[config.mk]
export PLATFORM = sky130hd
export DESIGN_NAME = pipe_stage_chain_flat
export DESIGN_NICKNAME = d
export VERILOG_FILES = /design/src/rtl/pipe_stage_chain_if.sv /design/src/rtl/pipe_stage_chain.sv /design/src/flat_wrapper.sv
export SDC_FILE = /design/constraint.sdc
export NUM_CORES = 1
export LEC_CHECK = 0
export ABC_AREA = 1
export BUFFER_PORTS_ARGS = -buffer_cell sky130_fd_sc_hd__buf_2
export CAP_MARGIN = 20
export CORE_ASPECT_RATIO = 1.5
export CORE_MARGIN = 1
export CORE_UTILIZATION = 47
export CTS_CLUSTER_DIAMETER = 60
export DETAILED_ROUTE_END_ITERATION = 10
export PLACE_DENSITY = 0.8
export SETUP_SLACK_MARGIN = 0.3
export SYNTH_ARGS = -nofsm -noshare
export SYNTH_HDL_FRONTEND = slang
export SYNTH_SLANG_ARGS = --single-unit
[constraint.sdc]
create_clock -name clk -period 1.3 [get_ports clk]
set_clock_uncertainty 0.1 [all_clocks]
set_input_delay 0.195 -clock clk [delete_from_list [all_inputs] [get_ports clk]]
set_output_delay 0.195 -clock clk [all_outputs]
set_load 0.005 [all_outputs]
[src/rtl/pipe_stage_chain_if.sv]
// Handshake and observation bundle for pipe_stage_chain: fetch-side payload,
// hazard controls, per-stage visibility, write-back output and counters.
interface pipe_stage_chain_if #(
  parameter int DW     = 32,
  parameter int STAGES = 4
);
  logic                   in_valid;
  logic [DW-1:0]          in_data;
  logic                   in_ready;
  logic [STAGES-1:0]      stall_req;
  logic                   flush;
  logic [STAGES-1:0]      stage_valid;
  logic [STAGES*DW-1:0]   stage_data;
  logic                   out_valid;
  logic [DW-1:0]          out_data;
  logic [31:0]            stall_cnt;
  logic [31:0]            flush_cnt;
  logic [31:0]            retire_cnt;

  modport master (
    output in_valid, in_data, stall_req, flush,
    input  in_ready, stage_valid, stage_data, out_valid, out_data,
           stall_cnt, flush_cnt, retire_cnt
  );

  modport slave (
    input  in_valid, in_data, stall_req, flush,
    output in_ready, stage_valid, stage_data, out_valid, out_data,
           stall_cnt, flush_cnt, retire_cnt
  );
endinterface

[src/rtl/pipe_stage_chain.sv]
// Parametrised IF/ID..MEM/WB register chain with stall/bubble and front-end flush.
// Optional performance counters are built only when PIPE_PERF_CNT_EN is defined.
module pipe_stage_chain #(
  parameter int DW          = 32,
  parameter int STAGES      = 4,
  parameter int FLUSH_DEPTH = 2
) (
  input  logic              clk,
  input  logic              rst,
  pipe_stage_chain_if.slave bus
);

  logic [STAGES-1:0] valid_q;
  logic [DW-1:0]     data_q [STAGES];
  logic [STAGES-1:0] hold;
  logic [STAGES-1:0] bubble;

  assign bus.in_ready = ~|bus.stall_req & ~bus.flush;

  for (genvar k = 0; k < STAGES; k++) begin : g_stage
    localparam bit FLUSHABLE = (k < FLUSH_DEPTH);

    logic          valid_r;
    logic [DW-1:0] data_r;
    logic          next_valid;
    logic [DW-1:0] next_data;

    // A register holds whenever it sits at or below the highest stalled index.
    assign hold[k] = |(bus.stall_req >> k);

    if (k == 0) begin : g_head
      assign bubble[k] = 1'b0;

      // NOTE: every signal driven here gets a value on every path, so no latch is inferred.
      always_comb begin
        next_valid = bus.in_valid;
        next_data  = bus.in_valid ? bus.in_data : '0;
      end
    end else begin : g_body
      // Only the register directly above the highest stall takes the bubble.
      assign bubble[k] = bus.stall_req[k-1] & ~hold[k];

      always_comb begin
        next_valid = valid_q[k-1];
        next_data  = data_q[k-1];
      end
    end

    // NOTE: data is reset too, not just valid, so a cleared stage always reads as a NOP.
    always_ff @(posedge clk or negedge rst) begin
      if (!rst) begin
        // NOTE: state is updated with non-blocking assignments so all stages shift in lockstep.
        valid_r <= 1'b0;
        data_r  <= '0;
      end else if ((FLUSHABLE && bus.flush) || bubble[k]) begin
        valid_r <= 1'b0;
        data_r  <= '0;
      end else if (!hold[k]) begin
        valid_r <= next_valid;
        data_r  <= next_data;
      end
    end

    assign valid_q[k]                 = valid_r;
    assign data_q[k]                  = data_r;
    assign bus.stage_data[k*DW +: DW] = data_r;
  end

  assign bus.stage_valid = valid_q;
  assign bus.out_valid   = valid_q[STAGES-1];
  assign bus.out_data    = data_q[STAGES-1];

`ifdef PIPE_PERF_CNT_EN
  logic [31:0] stall_cnt_q;
  logic [31:0] flush_cnt_q;
  logic [31:0] retire_cnt_q;
  logic        retire_evt;

  // The last stage retires whenever it is valid and not held for write-back.
  assign retire_evt = valid_q[STAGES-1] & ~bus.stall_req[STAGES-1];

  always_ff @(posedge clk or negedge rst) begin
    if (!rst) begin
      stall_cnt_q  <= '0;
      flush_cnt_q  <= '0;
      retire_cnt_q <= '0;
    end else begin
      if (|bus.stall_req && stall_cnt_q != '1) stall_cnt_q  <= stall_cnt_q + 32'd1;
      if (bus.flush && flush_cnt_q != '1)      flush_cnt_q  <= flush_cnt_q + 32'd1;
      if (retire_evt && retire_cnt_q != '1)    retire_cnt_q <= retire_cnt_q + 32'd1;
    end
  end

  assign bus.stall_cnt  = stall_cnt_q;
  assign bus.flush_cnt  = flush_cnt_q;
  assign bus.retire_cnt = retire_cnt_q;
`else
  assign bus.stall_cnt  = '0;
  assign bus.flush_cnt  = '0;
  assign bus.retire_cnt = '0;
`endif

endmodule

[src/flat_wrapper.sv]
// flat-port wrapper written by rule: the top's interface ports become plain ports
module pipe_stage_chain_flat 
#(
  parameter int DW          = 32,
  parameter int STAGES      = 4,
  parameter int FLUSH_DEPTH = 2
)
  (clk, rst, bus_in_valid, bus_in_data, bus_stall_req, bus_flush, bus_in_ready, bus_stage_valid, bus_stage_data, bus_out_valid, bus_out_data, bus_stall_cnt, bus_flush_cnt, bus_retire_cnt);
  pipe_stage_chain_if #(.DW(DW), .STAGES(STAGES)) bus_i ();
  input  logic clk;
  input  logic rst;
  input wire logic [$bits(bus_i.in_valid)-1:0] bus_in_valid;
  input wire logic [$bits(bus_i.in_data)-1:0] bus_in_data;
  input wire logic [$bits(bus_i.stall_req)-1:0] bus_stall_req;
  input wire logic [$bits(bus_i.flush)-1:0] bus_flush;
  output wire logic [$bits(bus_i.in_ready)-1:0] bus_in_ready;
  output wire logic [$bits(bus_i.stage_valid)-1:0] bus_stage_valid;
  output wire logic [$bits(bus_i.stage_data)-1:0] bus_stage_data;
  output wire logic [$bits(bus_i.out_valid)-1:0] bus_out_valid;
  output wire logic [$bits(bus_i.out_data)-1:0] bus_out_data;
  output wire logic [$bits(bus_i.stall_cnt)-1:0] bus_stall_cnt;
  output wire logic [$bits(bus_i.flush_cnt)-1:0] bus_flush_cnt;
  output wire logic [$bits(bus_i.retire_cnt)-1:0] bus_retire_cnt;
  assign bus_i.in_valid = bus_in_valid;
  assign bus_i.in_data = bus_in_data;
  assign bus_i.stall_req = bus_stall_req;
  assign bus_i.flush = bus_flush;
  assign bus_in_ready = bus_i.in_ready;
  assign bus_stage_valid = bus_i.stage_valid;
  assign bus_stage_data = bus_i.stage_data;
  assign bus_out_valid = bus_i.out_valid;
  assign bus_out_data = bus_i.out_data;
  assign bus_stall_cnt = bus_i.stall_cnt;
  assign bus_flush_cnt = bus_i.flush_cnt;
  assign bus_retire_cnt = bus_i.retire_cnt;
  pipe_stage_chain #(.DW(DW), .STAGES(STAGES), .FLUSH_DEPTH(FLUSH_DEPTH)) u_core (.clk(clk), .rst(rst), .bus(bus_i));
endmodule
=== Yosys cells after proc, flatten, opt, wreduce, memory -nomap -nowiden ===
Cells that the tools add are included.

* Equality and inequality tests: 4
* Muxes and demuxes: 17
* Bitwise operators: 8
* Reduce and logical (&&, ||, !) cells: 5

{| class="wikitable"
|+ Operator list
! kind !! number
|-
| 2-to-1 mux 32 bit || 9
|-
| 2-to-1 mux 1 bit || 8
|-
| inequality test 2 bit, second input constant || 3
|-
| AND 1 bit || 4
|-
| NOT 1 bit || 4
|-
| OR reduction 4 bit || 1
|-
| OR reduction 3 bit || 1
|-
| inequality test 2 x 1 -> 1 bit, second input constant || 1
|-
| OR reduction 2 bit || 1
|-
| logical NOT 1 bit || 1
|-
| logical OR 1 bit || 1
|}

* Bits in registers: 132
* Input bits: 40
* Output and inout bits: 262
* Word-level logic and storage cells: 42

=== Longest topological paths before layout ===
* Depth after elaboration: 5
* Gate-level depth with buffers: 6
* Gate-level depth less buffers: 4

=== Least setup slack after synthesis ===
OpenSTA, ideal clock, no wires.

* Path type: input port to output port
* Start: input bus_stall_req[3]
* End: output bus_in_ready
* Arrival time: 839 ps
* Path slack: 166 ps
* Stages on the path: 5
* Buffers on the path: 2
* Path through: buf_6 -> nor2_8 -> nand2_2 -> buf_2 -> nor2_1

* Cells in the longest elaborated chain, start to end: 3

{| class="wikitable"
|+ RTL lines
! what !! line !! RTL
|-
| from (decl) || flat_wrapper.sv:14 || <nowiki>input wire logic [$bits(bus_i.stall_req)-1:0] bus_stall_req;</nowiki>
|-
| OR reduction 4 bit || pipe_stage_chain.sv:18 || <nowiki>assign bus.in_ready = ~|bus.stall_req & ~bus.flush;</nowiki>
|-
| logical NOT 1 bit || - ||
|-
| AND 1 bit || pipe_stage_chain.sv:18 ||
|-
| to (decl) || flat_wrapper.sv:16 || <nowiki>output wire logic [$bits(bus_i.in_ready)-1:0] bus_in_ready;</nowiki>
|}

No other way between the ends.

=== Final worst setup path ===
* Start: register u_core.g_stage[1].data_r[27]
* End: output bus_stage_data[59]

{| class="wikitable"
|+ RTL lines
! what !! line !! RTL
|-
| from (decl) || pipe_stage_chain.sv:24 || <nowiki>logic [DW-1:0] data_r;</nowiki>
|-
| from (signal assigned) || pipe_stage_chain.sv:60 || <nowiki>data_r <= next_data;</nowiki>
|-
| to (decl) || flat_wrapper.sv:18 || <nowiki>output wire logic [$bits(bus_i.stage_data)-1:0] bus_stage_data;</nowiki>
|}

No word-level cell between the ends.

==> metrics.cfg <==
[grt]
antenna_found_initial = 2
grt_pass1_wl_um = 26900
grt_pass1_vias = 5325
top_usage_layer = met2
overflow = 0
grtUsageMet2 = 0.382
grtUsageTotal = 0.239
use_met1 = 0.296
grt_max_degree = 76
grtUsageMet3 = 0.0476

[place]
io_buffers = 205
hpwl_um = 10900
gp_congestion = 0.823

[synth]
syn_inst = 755
yosysTopAreaCellShare = 0.501
ys_top_cells_by_area = dfrtp_1 50%, buf_4 16%, nand2_1 7.5%, nand3_1 7.5%, nand4_1 6.3%
synth_area_mm2 = 0.00659
yosys_warnings = 0
synth_cell_types = 19
synth_most_common_cell = buf_4
synth_commonest_cells = 137 x buf_4, 132 x dfrtp_1, 132 x nand2_1
synth_seq_area_share = 0.501
synthArstFlopShare = 1.00
synth_ff_type = dfrtp_1
synth_edf_count = 0
synth_seq_cells = 132
yosysTopAreaCell = dfrtp_1
avgSynthCellArea_um2 = 8.73

[worst_setup_path]
r2r_cells = 4
arrival_ns = 0.99
rrSetupSlack_ns = 0.27
start_kind = flip-flop
crit_path_end_kind = output pin
reg2reg_from = u_core.g_stage[0].data_r[17]
r2r-end = u_core.g_stage[1].data_r[17]
cp_slowest_cell = dfrtp_1
worstPathMaxFanout = 3
crit_type = flip-flop to output pin
crit_family = flip-flops
crit_chain = buf_2
cp.buffers_inverters = 1
critPathMaxStageDelay_ns = 0.43
worstPathRequired_ns = 1.00

[pwr]
netSwitchingFraction = 0.224
power_switching_w = 0.00224
p_leak_nw = 5.48
seq_power_share = 0.414
pwr-share-comb = 0.075
peakVddDrop_mv = 0.617
pwr-share-clk = 0.511
intPower_w = 0.00776
p_per_area_mw_per_mm2 = 1090

[clock_tree]
htreeDepth = 4
cts_buffers = 17
root_buffer = clkbuf_16
insertion_delay_ns = 0.41
clock-sinks = 132
cts_tree = done
clk_path_buf_depth = 2
clk_pin_slew_worst_paths_ns = 0.06

[worst_hold_path]
holdPathEnd = u_core.g_stage[0].data_r[5]
holdPathStages = 5
hold_path_class = input pin to flip-flop
holdCritStartpoint = bus_in_data[5]

[finish]
nNetsFinal = 1079
areaGrowthSynthToFinish_pct = 38.7
post-route-util = 0.672
final_layout_size_suffix_gt1_frac = 0.373

[sta]
finalCritPeriodShare = 0.988
maxSlewViolCount = 0
min_period_ns = 1.28
rsz0062_at_grt = true
finalSetupViolations = 0
timing.fmax_mhz = 779
hold_viol_final = 0
hold_ws_ns = 0.00213

[route]
antenna_left = 0
dr.pass1.iters = 8
drcViolationCount = 0
wl_per_cell_um = 15.6
drt_iter0_drc = 362
viasPerCell = 5.00
wl_um = 18900
via_count = 6073

[floorplanning]
fp.dieH_um = 147
die-area_mm2 = 0.0145
ios = 302
initial_core_util = 0.485
die_w_um = 98.7
core-area_mm2 = 0.0136
rows = 52

[job]
maxCapViolations = 0

[outcome]
status = finished clean

## kinds of logic after synthesis
group	count (synthesis)	synth area share
AO/OA/AOI/OAI	66	0.0501
buffers and inverters	255	0.230
flip-flops	132	0.501
other	1	0.000569
AND/OR/NAND/NOR	301	0.218
## flip-flops by register name, summed over array words and instances, names as in the netlist
register	count
u_core.g_stage.data_r	96
u_core.g_stage.valid_r	3
u_core.bus.out_valid	1
u_core.bus.out_data	32
## repair_timing
| item | in CTS | in global routing |
|---|---|---|
| endpoints found under the setup margin | 166 | 235 |
| cloned | 0 | 1 |
| endpoints found under the hold margin | 149 | 0 |
| pin swaps | 3 | 16 |
| hold buffers | 18 | 0 |
| buffers inserted | 81 | 32 |
| gates resized for setup | 2 | 58 |
## per-layer routing
layer,vias up,wire [um]
met3,71,1200
met2,359,9490
met4,2,988
met5,-,13
li1,2824,-
met1,2817,7200
## metrics by stage
stage,total power [W],instance area (um^2),cells,setup TNS (ns),setup slack (ns)
floorplan,0.00478,7000,850,0,0.252
global placement,0.00483,7240,1050,0,0.0653
detailed placement,0.00483,7240,1050,-0.0271,-0.0170
CTS,0.00995,8680,1181,0,0.00904
global route,0.0103,9140,1214,-0.0141,-0.00763
finish,0.0100,9140,1215,0,0.0161
## worst max path at each step
stage / startpoint / end / slack [ns] / cells after the start
after CTS: u_core.g_stage[1].data_r[30] / bus_stage_data[62] / 0.009 / 1
final: u_core.g_stage[1].data_r[27] / bus_stage_data[59] / 0.02 / 1
after detailed placement: bus_stall_req[2] / u_core.bus.out_data[14] / -0.02 / 4
after global placement: bus_stall_req[2] / u_core.bus.out_data[14] / 0.07 / 4
after floorplan: bus_stall_req[3] / u_core.g_stage[2].data_r[13] / 0.25 / 6
after global routing: u_core.g_stage[1].data_r[27] / bus_stage_data[59] / -0.008 / 1
## final cells by class
type                    count  area, um^2
well taps                 162         203
repair buffers            357        2520
fillers                  1012        4460
inverters                  68         260
multi-input cells         463        2210
flip-flops and latches    132        3300
clock buffers              25         526
clock inverters             7         116
diodes                      1        2.50
## cells in the final DEF, fill, tap and decap left out, types with 2 or more instances in the layout
cell type,count
buf_2,198
dfrtp_1,132
nand2_1,129
buf_4,100
conb_1,96
nand3_1,87
nand4_1,66
inv_1,65
o21ai_0,44
buf_6,26
o21ai_1,21
clkbuf_16,18
dlygate4sd3_1,18
nand3_2,12
buf_12,11
clkbuf_8,7
nand2_2,3
bufinv_16,3
inv_4,2
clkinv_2,2
buf_8,2
## power by group through the flow
stage | registers (W) | clock network (W) | logic, W
after global placement | 0.00421 | 0 | 0.000614
after global routing | 0.00414 | 0.00533 | 0.000840
after floorplan | 0.00421 | 0 | 0.000568
final | 0.00414 | 0.00511 | 0.000753
after CTS | 0.00414 | 0.00512 | 0.000693
after detailed placement | 0.00421 | 0 | 0.000619
(Power assumes the default switching activity.)
